### src/rtl/stft_pkg.sv
// Shared helpers for the STFT datapath blocks: signed saturating add.
package stft_pkg;

    // Widest sample the saturating helper handles; callers sign-extend into it.
    localparam int unsigned SAT_W = 32;

    typedef logic signed [SAT_W-1:0] sat_word_t;
    typedef logic signed [SAT_W:0]   sat_wide_t;

    // Signed add of two w-bit values clamped to [-2^(w-1), 2^(w-1)-1].
    // Operands arrive sign-extended to SAT_W; the result is sign-extended too.
    function automatic sat_word_t sat_add(input sat_word_t a, input sat_word_t b,
                                          input int unsigned w);
        sat_wide_t sum;
        sat_wide_t hi;
        sat_wide_t lo;
        sum = sat_wide_t'(a) + sat_wide_t'(b);
        hi  = (sat_wide_t'(1) <<< (w - 1)) - sat_wide_t'(1);
        lo  = -hi - sat_wide_t'(1);
        if (sum > hi) begin
            return sat_word_t'(hi);
        end
        if (sum < lo) begin
            return sat_word_t'(lo);
        end
        return sat_word_t'(sum);
    endfunction

endpackage

### src/rtl/ram_1r1w_sync.sv
// Simple dual-port RAM: one synchronous write port, one registered read port.
module ram_1r1w_sync #(
    parameter int unsigned width_p      = 16,
    parameter int unsigned els_p        = 8,
    parameter int unsigned addr_width_p = $clog2(els_p)
) (
    input  logic                    clk_i,
    input  logic                    w_v_i,
    input  logic [addr_width_p-1:0] w_addr_i,
    input  logic [width_p-1:0]      w_data_i,
    input  logic                    r_v_i,
    input  logic [addr_width_p-1:0] r_addr_i,
    output logic [width_p-1:0]      r_data_o
);

    logic [width_p-1:0] mem [els_p];

    // Write port.
    always_ff @(posedge clk_i) begin
        if (w_v_i) begin
            mem[w_addr_i] <= w_data_i;
        end
    end

    // Registered read port; returns old data on a same-address write.
    always_ff @(posedge clk_i) begin
        if (r_v_i) begin
            r_data_o <= mem[r_addr_i];
        end
    end

endmodule

### src/rtl/overlap_add.sv
// 50% overlap-add reconstruction: first half of each frame plus the stored
// second half of the previous frame, one output per first-half sample.
module overlap_add #(
    parameter int unsigned width_p = 16,
    parameter int unsigned hop_p   = 8
) (
    input  logic                      clk_i,
    input  logic                      reset_i,
    input  logic signed [width_p-1:0] data_i,
    input  logic                      valid_i,
    output logic                      ready_o,
    output logic                      valid_o,
    output logic signed [width_p-1:0] data_o,
    input  logic                      ready_i
);

    import stft_pkg::*;

    localparam int unsigned frame_lp  = 2 * hop_p;
    localparam int unsigned idx_w_lp  = $clog2(frame_lp);
    localparam int unsigned addr_w_lp = $clog2(hop_p);

    localparam logic [idx_w_lp-1:0] hop_idx_lp  = idx_w_lp'(hop_p);
    localparam logic [idx_w_lp-1:0] last_idx_lp = idx_w_lp'(frame_lp - 1);

    logic [idx_w_lp-1:0]       idx_q;
    logic [idx_w_lp-1:0]       idx_d;
    logic                      first_q;
    logic                      phase_a;
    logic                      accept;
    logic                      emit;
    logic                      wr_en;
    logic [addr_w_lp-1:0]      wr_addr;
    logic [addr_w_lp-1:0]      rd_addr;
    logic [width_p-1:0]        rd_data;
    logic signed [width_p-1:0] tail;
    logic signed [width_p-1:0] sum_d;

    // Handshake, next index, RAM addressing and the saturated overlap sum.
    always_comb begin
        phase_a = 1'b0;
        ready_o = 1'b1;
        accept  = 1'b0;
        emit    = 1'b0;
        idx_d   = idx_q;
        rd_addr = '0;
        wr_en   = 1'b0;
        wr_addr = '0;
        tail    = '0;
        sum_d   = '0;

        phase_a = (idx_q < hop_idx_lp);
        // The output register is only needed while producing first-half sums.
        ready_o = phase_a ? (!valid_o || ready_i) : 1'b1;
        accept  = valid_i && ready_o && !reset_i;
        emit    = valid_o && ready_i;

        if (reset_i) begin
            idx_d = '0;
        end else if (accept) begin
            idx_d = (idx_q == last_idx_lp) ? '0 : idx_q + idx_w_lp'(1);
        end

        // Prefetch the tail for the upcoming index so it is ready on accept.
        rd_addr = (idx_d >= hop_idx_lp) ? addr_w_lp'(idx_d - hop_idx_lp)
                                        : addr_w_lp'(idx_d);

        wr_en   = accept && !phase_a;
        wr_addr = addr_w_lp'(idx_q - hop_idx_lp);

        // No previous frame exists until the first wrap.
        tail  = first_q ? '0 : rd_data;
        sum_d = width_p'(sat_add(SAT_W'(data_i), SAT_W'(tail), width_p));
    end

    // Frame index and first-frame flag.
    always_ff @(posedge clk_i) begin
        if (reset_i) begin
            idx_q   <= '0;
            first_q <= 1'b1;
        end else begin
            idx_q <= idx_d;
            if (accept && (idx_q == last_idx_lp)) begin
                first_q <= 1'b0;
            end
        end
    end

    // Output register: load on a first-half accept, otherwise drain on emit.
    always_ff @(posedge clk_i) begin
        if (reset_i) begin
            valid_o <= 1'b0;
            data_o  <= '0;
        end else if (accept && phase_a) begin
            valid_o <= 1'b1;
            data_o  <= sum_d;
        end else if (emit) begin
            valid_o <= 1'b0;
        end
    end

    ram_1r1w_sync #(
        .width_p (width_p),
        .els_p   (hop_p)
    ) tail_mem (
        .clk_i    (clk_i),
        .w_v_i    (wr_en),
        .w_addr_i (wr_addr),
        .w_data_i (data_i),
        .r_v_i    (1'b1),
        .r_addr_i (rd_addr),
        .r_data_o (rd_data)
    );

endmodule

### config.mk
export PLATFORM = sky130hd
export DESIGN_NAME = overlap_add
export DESIGN_NICKNAME = d
export VERILOG_FILES = /design/src/rtl/stft_pkg.sv /design/src/rtl/ram_1r1w_sync.sv /design/src/rtl/overlap_add.sv
export SDC_FILE = /design/constraint.sdc
export NUM_CORES = 1
export LEC_CHECK = 0
export BUFFER_PORTS_ARGS = -buffer_cell sky130_fd_sc_hd__buf_4
export CORE_ASPECT_RATIO = 0.75
export CORE_MARGIN = 8
export CORE_UTILIZATION = 55
export DETAILED_ROUTE_END_ITERATION = 8
export PLACE_DENSITY = 0.72
export RECOVER_POWER = 100
export SLEW_MARGIN = 40
export SYNTH_ARGS = -nofsm -noshare
export SYNTH_HDL_FRONTEND = slang
export SYNTH_SLANG_ARGS = --single-unit
export TNS_END_PERCENT = 1
### constraint.sdc
create_clock -name clk_i -period 3.3 [get_ports clk_i]
set_input_delay 0.66 -clock clk_i [delete_from_list [all_inputs] [get_ports clk_i]]
set_output_delay 0.66 -clock clk_i [all_outputs]
set_load 0.02 [all_outputs]
==> results by group <==
Floorplanning
  – Core box area: between 0.01 and 0.015 mm2
  – Initial Util: 0.5559
  – Die area: between 0.015 and 0.02 mm2
  – Cell Rows: 36
  – Die Ht: 114.5 um
  – Die width: around 150 um
  – I/O Pins: 38

Final layout
  – Post-layout util: 0.6347
  – Filler cells: roughly 960
  – Register area: 0.004606 mm2
  – Inserted Diodes: 0
  – Area added between synthesis and finish: 14.16%
  – Area of the multi-input gates: roughly 0.0024 mm2
  – Share of layout cells above drive strength 1: 0.1448
  – Net count, final: 550

Timing
  – Worst-margin pin slew: ~1400 ps
  – Max frequency: 0.3430 GHz
  – Final worst path period share: 0.8835
  – Worst Skew: 10.02 ps
  – Unrepaired setup endpoints after global routing: no
  – Final hold vios: 0
  – Final max-slew violation count: 0
  – Min Tclk post-route: roughly 2900 ps
  – Setup TNS: 0 ps
  – Worst hold slack: ~490 ps
  – Setup-failing EPs final: 0
  – Worst slew margin: 0.04074

Place
  – IO buf count: 37
  – GPL Wtd Cong: approximately 0.9
  – Final HPWL DP: about 10000 um

Clock network
  – CTS tree: done
  – Num CTS Buffers: 17
  – Clock Sink Count: about 170
  – CTS Root Cell: clkbuf_16
  – Deepest clock path buffer count: 2
  – Clock Latency Late Sink: roughly 420 ps
  – Clk slew on worst S/H paths: around 60 ps
  – H-tree depth: 4
  – Postcts setup bufs: 0

Route
  – Via count: around 4200
  – Antenna-violating nets left: 0
  – WL/cell: 22.04 um
  – Final wirelength: about 15000 um
  – Via density per instance: 5.976
  – Post-route DRC: 0
  – DRT iter0 DRCs: 343
  – Pre-antenna DRT Iters: 5

Yosys
  – Synth unique cells: 56
  – Synthesized Nets: 489
  – Main flop type after synthesis: edfxtp_1
  – Number of enable flip-flop cells after synthesis: 128
  – Post-Syn Area: 0.007112 mm2
  – Fraction of registers with async set/reset: 0
  – Syn avg cell area: around 16 um2
  – Synth Instances: about 450
  – Yosys reg bits: approximately 170
  – Sequential share of the synthesized area: 0.6474
  – Total of warnings raised by yosys: 0

Setup path
  – Crit path DAT: 3280 ps
  – Crit end category: flop
  – Req. time, crit path: around 3700 ps
  – Worst setup path class: input pin to flop
  – Sum of buffers and inverters on the critical path: 4
  – Crit path cell chain: clkbuf_1 -> ha_1 -> inv_1 -> fa_1 -> nand2b_1 -> a21oi_1 -> o2111ai_1 -> a31oi_1 -> clkbuf_2 -> inv_1 -> a21oi_1 -> o221a_2
  – Setup crit start kind: input pin
  – CP max stage cell: fa_1
  – Crit-path max cell delay: ~380 ps
  – CP delay by family, top: compound AO/OA/AOI/OAI gates
  – CP max FO: 12

GRT
  – Number of global-route vias before repair: around 4200
  – First-pass GRT wire length: around 23000 um
  – GRT overflow: 0
  – Initial antenna violation count: 0
  – Largest net degree at the start of global routing: 34
  – GRT Total Usage: 0.1875

Worst hold path
  – Hold Path Class: flop to flop

Power and ir drop
  – P per Cell Area: ~570 mW/mm2
  – Overall Power: about 4.6 mW
  – P_leak: 2.738 nW
  – Worst VDD drop: approximately 0.53 mV

Outcome
  – Outcome: finished clean

Run
  – Max-cap check violation count: 0
[final cells by class]
cell class / count / area share
sequential: 166 / 0.5673
multi-input combinational: 264 / 0.2937
clock buffer: 20 / 0.05502
timing repair buffer: 58 / 0.03467
tap: 171 / 0.02635
clock inverter: 12 / 0.02065
inverter: 5 / 0.002312
[Yosys cell counts (11+ instances only)]
master / instances / area, um2
mux4_1: 21 / 551.8
nand2_1: 17 / 63.81
edfxtp_1: 128 / 3844
dfxtp_1: 38 / 760.7
nand3_1: 14 / 70.07
mux2_2: 16 / 180.2
ha_1: 17 / 212.7
nor2b_1: 18 / 112.6
nor2_1: 16 / 60.06
mux4_2: 11 / 247.7
a21oi_1: 29 / 145.1
o21ai_0: 29 / 145.1
[per-stage QoR]
stage / cells / instance area (um2) / setup WS [ps]
floorplan: 451 / 7112 / 510.5
global placement: 664 / 7702 / 297.8
detailed placement: 664 / 7702 / 278.7
CTS: 696 / 8317 / 227.4
global route: 696 / 8119 / 161.4
finish: 696 / 8119 / 384.4
[report_power, final]
group          switching, mW  leakage [nW]  internal, mW
Sequential            0.0209          1.47          2.28
Clock                  0.812         0.289          1.22
Combinational          0.162         0.983         0.118
Total                  0.995          2.74          3.62
[final timing paths]
kind	slack [ps]	end	from	depth (start not counted)
min	490	data_o[9]$_SDFFE_PP0P_	data_o[9]$_SDFFE_PP0P_	2
max reg2reg	400	data_o[1]$_SDFFE_PP0P_	first_q$_SDFFE_PP1P_	12
min reg2reg	490	data_o[9]$_SDFFE_PP0P_	data_o[9]$_SDFFE_PP0P_	2
max	380	data_o[1]$_SDFFE_PP0P_	data_i[0]	12
[worst register-to-register path: stages, from the launching register on]
cell	delay (ps)
dfxtp_2	440
nor2b_1	160
ha_1	190
inv_1	60
fa_1	380
nand2b_1	190
a21oi_1	280
o2111ai_1	170
a31oi_1	190
clkbuf_2	270
inv_1	120
a21oi_1	180
o221a_2	200
[state kept, by name, summed over array words and instances, names as in the netlist]
signal / flops
tail_mem.mem: 128
tail_mem.r_data_o: 16
data_o: 16
first_q: 1
valid_o: 1
idx_q: 4
[metal layers]
metal  part of all wire  vias to the layer above  global-route usage
li1                   -                     1918                   -
met1               0.44                     2084              0.2362
met2               0.49                      138              0.3107
met3              0.059                       19             0.04937
met4              0.015                        0             0.06301
met5                  0                        -                   0
[layout by cell type, fill, tap and decap left out, types with 3 or more instances in the layout]
master | Yosys | routed
nor2b_1 | 18 | 18
dfxtp_1 | 38 | 37
mux2_2 | 16 | 16
o21ai_0 | 29 | 29
bufinv_16 | 0 | 3
and4_1 | 3 | 3
or3_1 | 3 | 3
buf_4 | 2 | 8
clkinvlp_4 | 0 | 3
and2_1 | 5 | 5
ha_1 | 17 | 17
nand2_1 | 17 | 17
nand3_1 | 14 | 14
o211ai_1 | 5 | 5
clkinv_4 | 0 | 3
clkbuf_1 | 4 | 49
xnor2_1 | 7 | 7
inv_1 | 4 | 4
a21oi_1 | 29 | 28
nor3_1 | 3 | 3
nand2b_1 | 7 | 7
clkbuf_16 | 0 | 17
nor2_1 | 16 | 18
mux4_2 | 11 | 11
mux4_1 | 21 | 21
xor2_1 | 5 | 5
edfxtp_1 | 128 | 128
[cell families (layout without fill, tap and decap cells)]
kind of cell,count (synthesis),count (layout),synth area share
flip-flops,166,166,0.6474
AND/OR/NAND/NOR,96,96,0.07301
AO/OA/AOI/OAI,90,90,0.07794
multiplexers,48,48,0.1378
buffers and inverters,21,95,0.01636
adder cells (fa/ha/maj),18,18,0.03272
XOR/XNOR,12,12,0.01478
[repair_timing]
action / CTS / global route
gates resized for setup: 0 / 1
hold buffers: 0 / 0
setup endpoints to repair: 0 / 4
(Power assumes the default switching activity.)
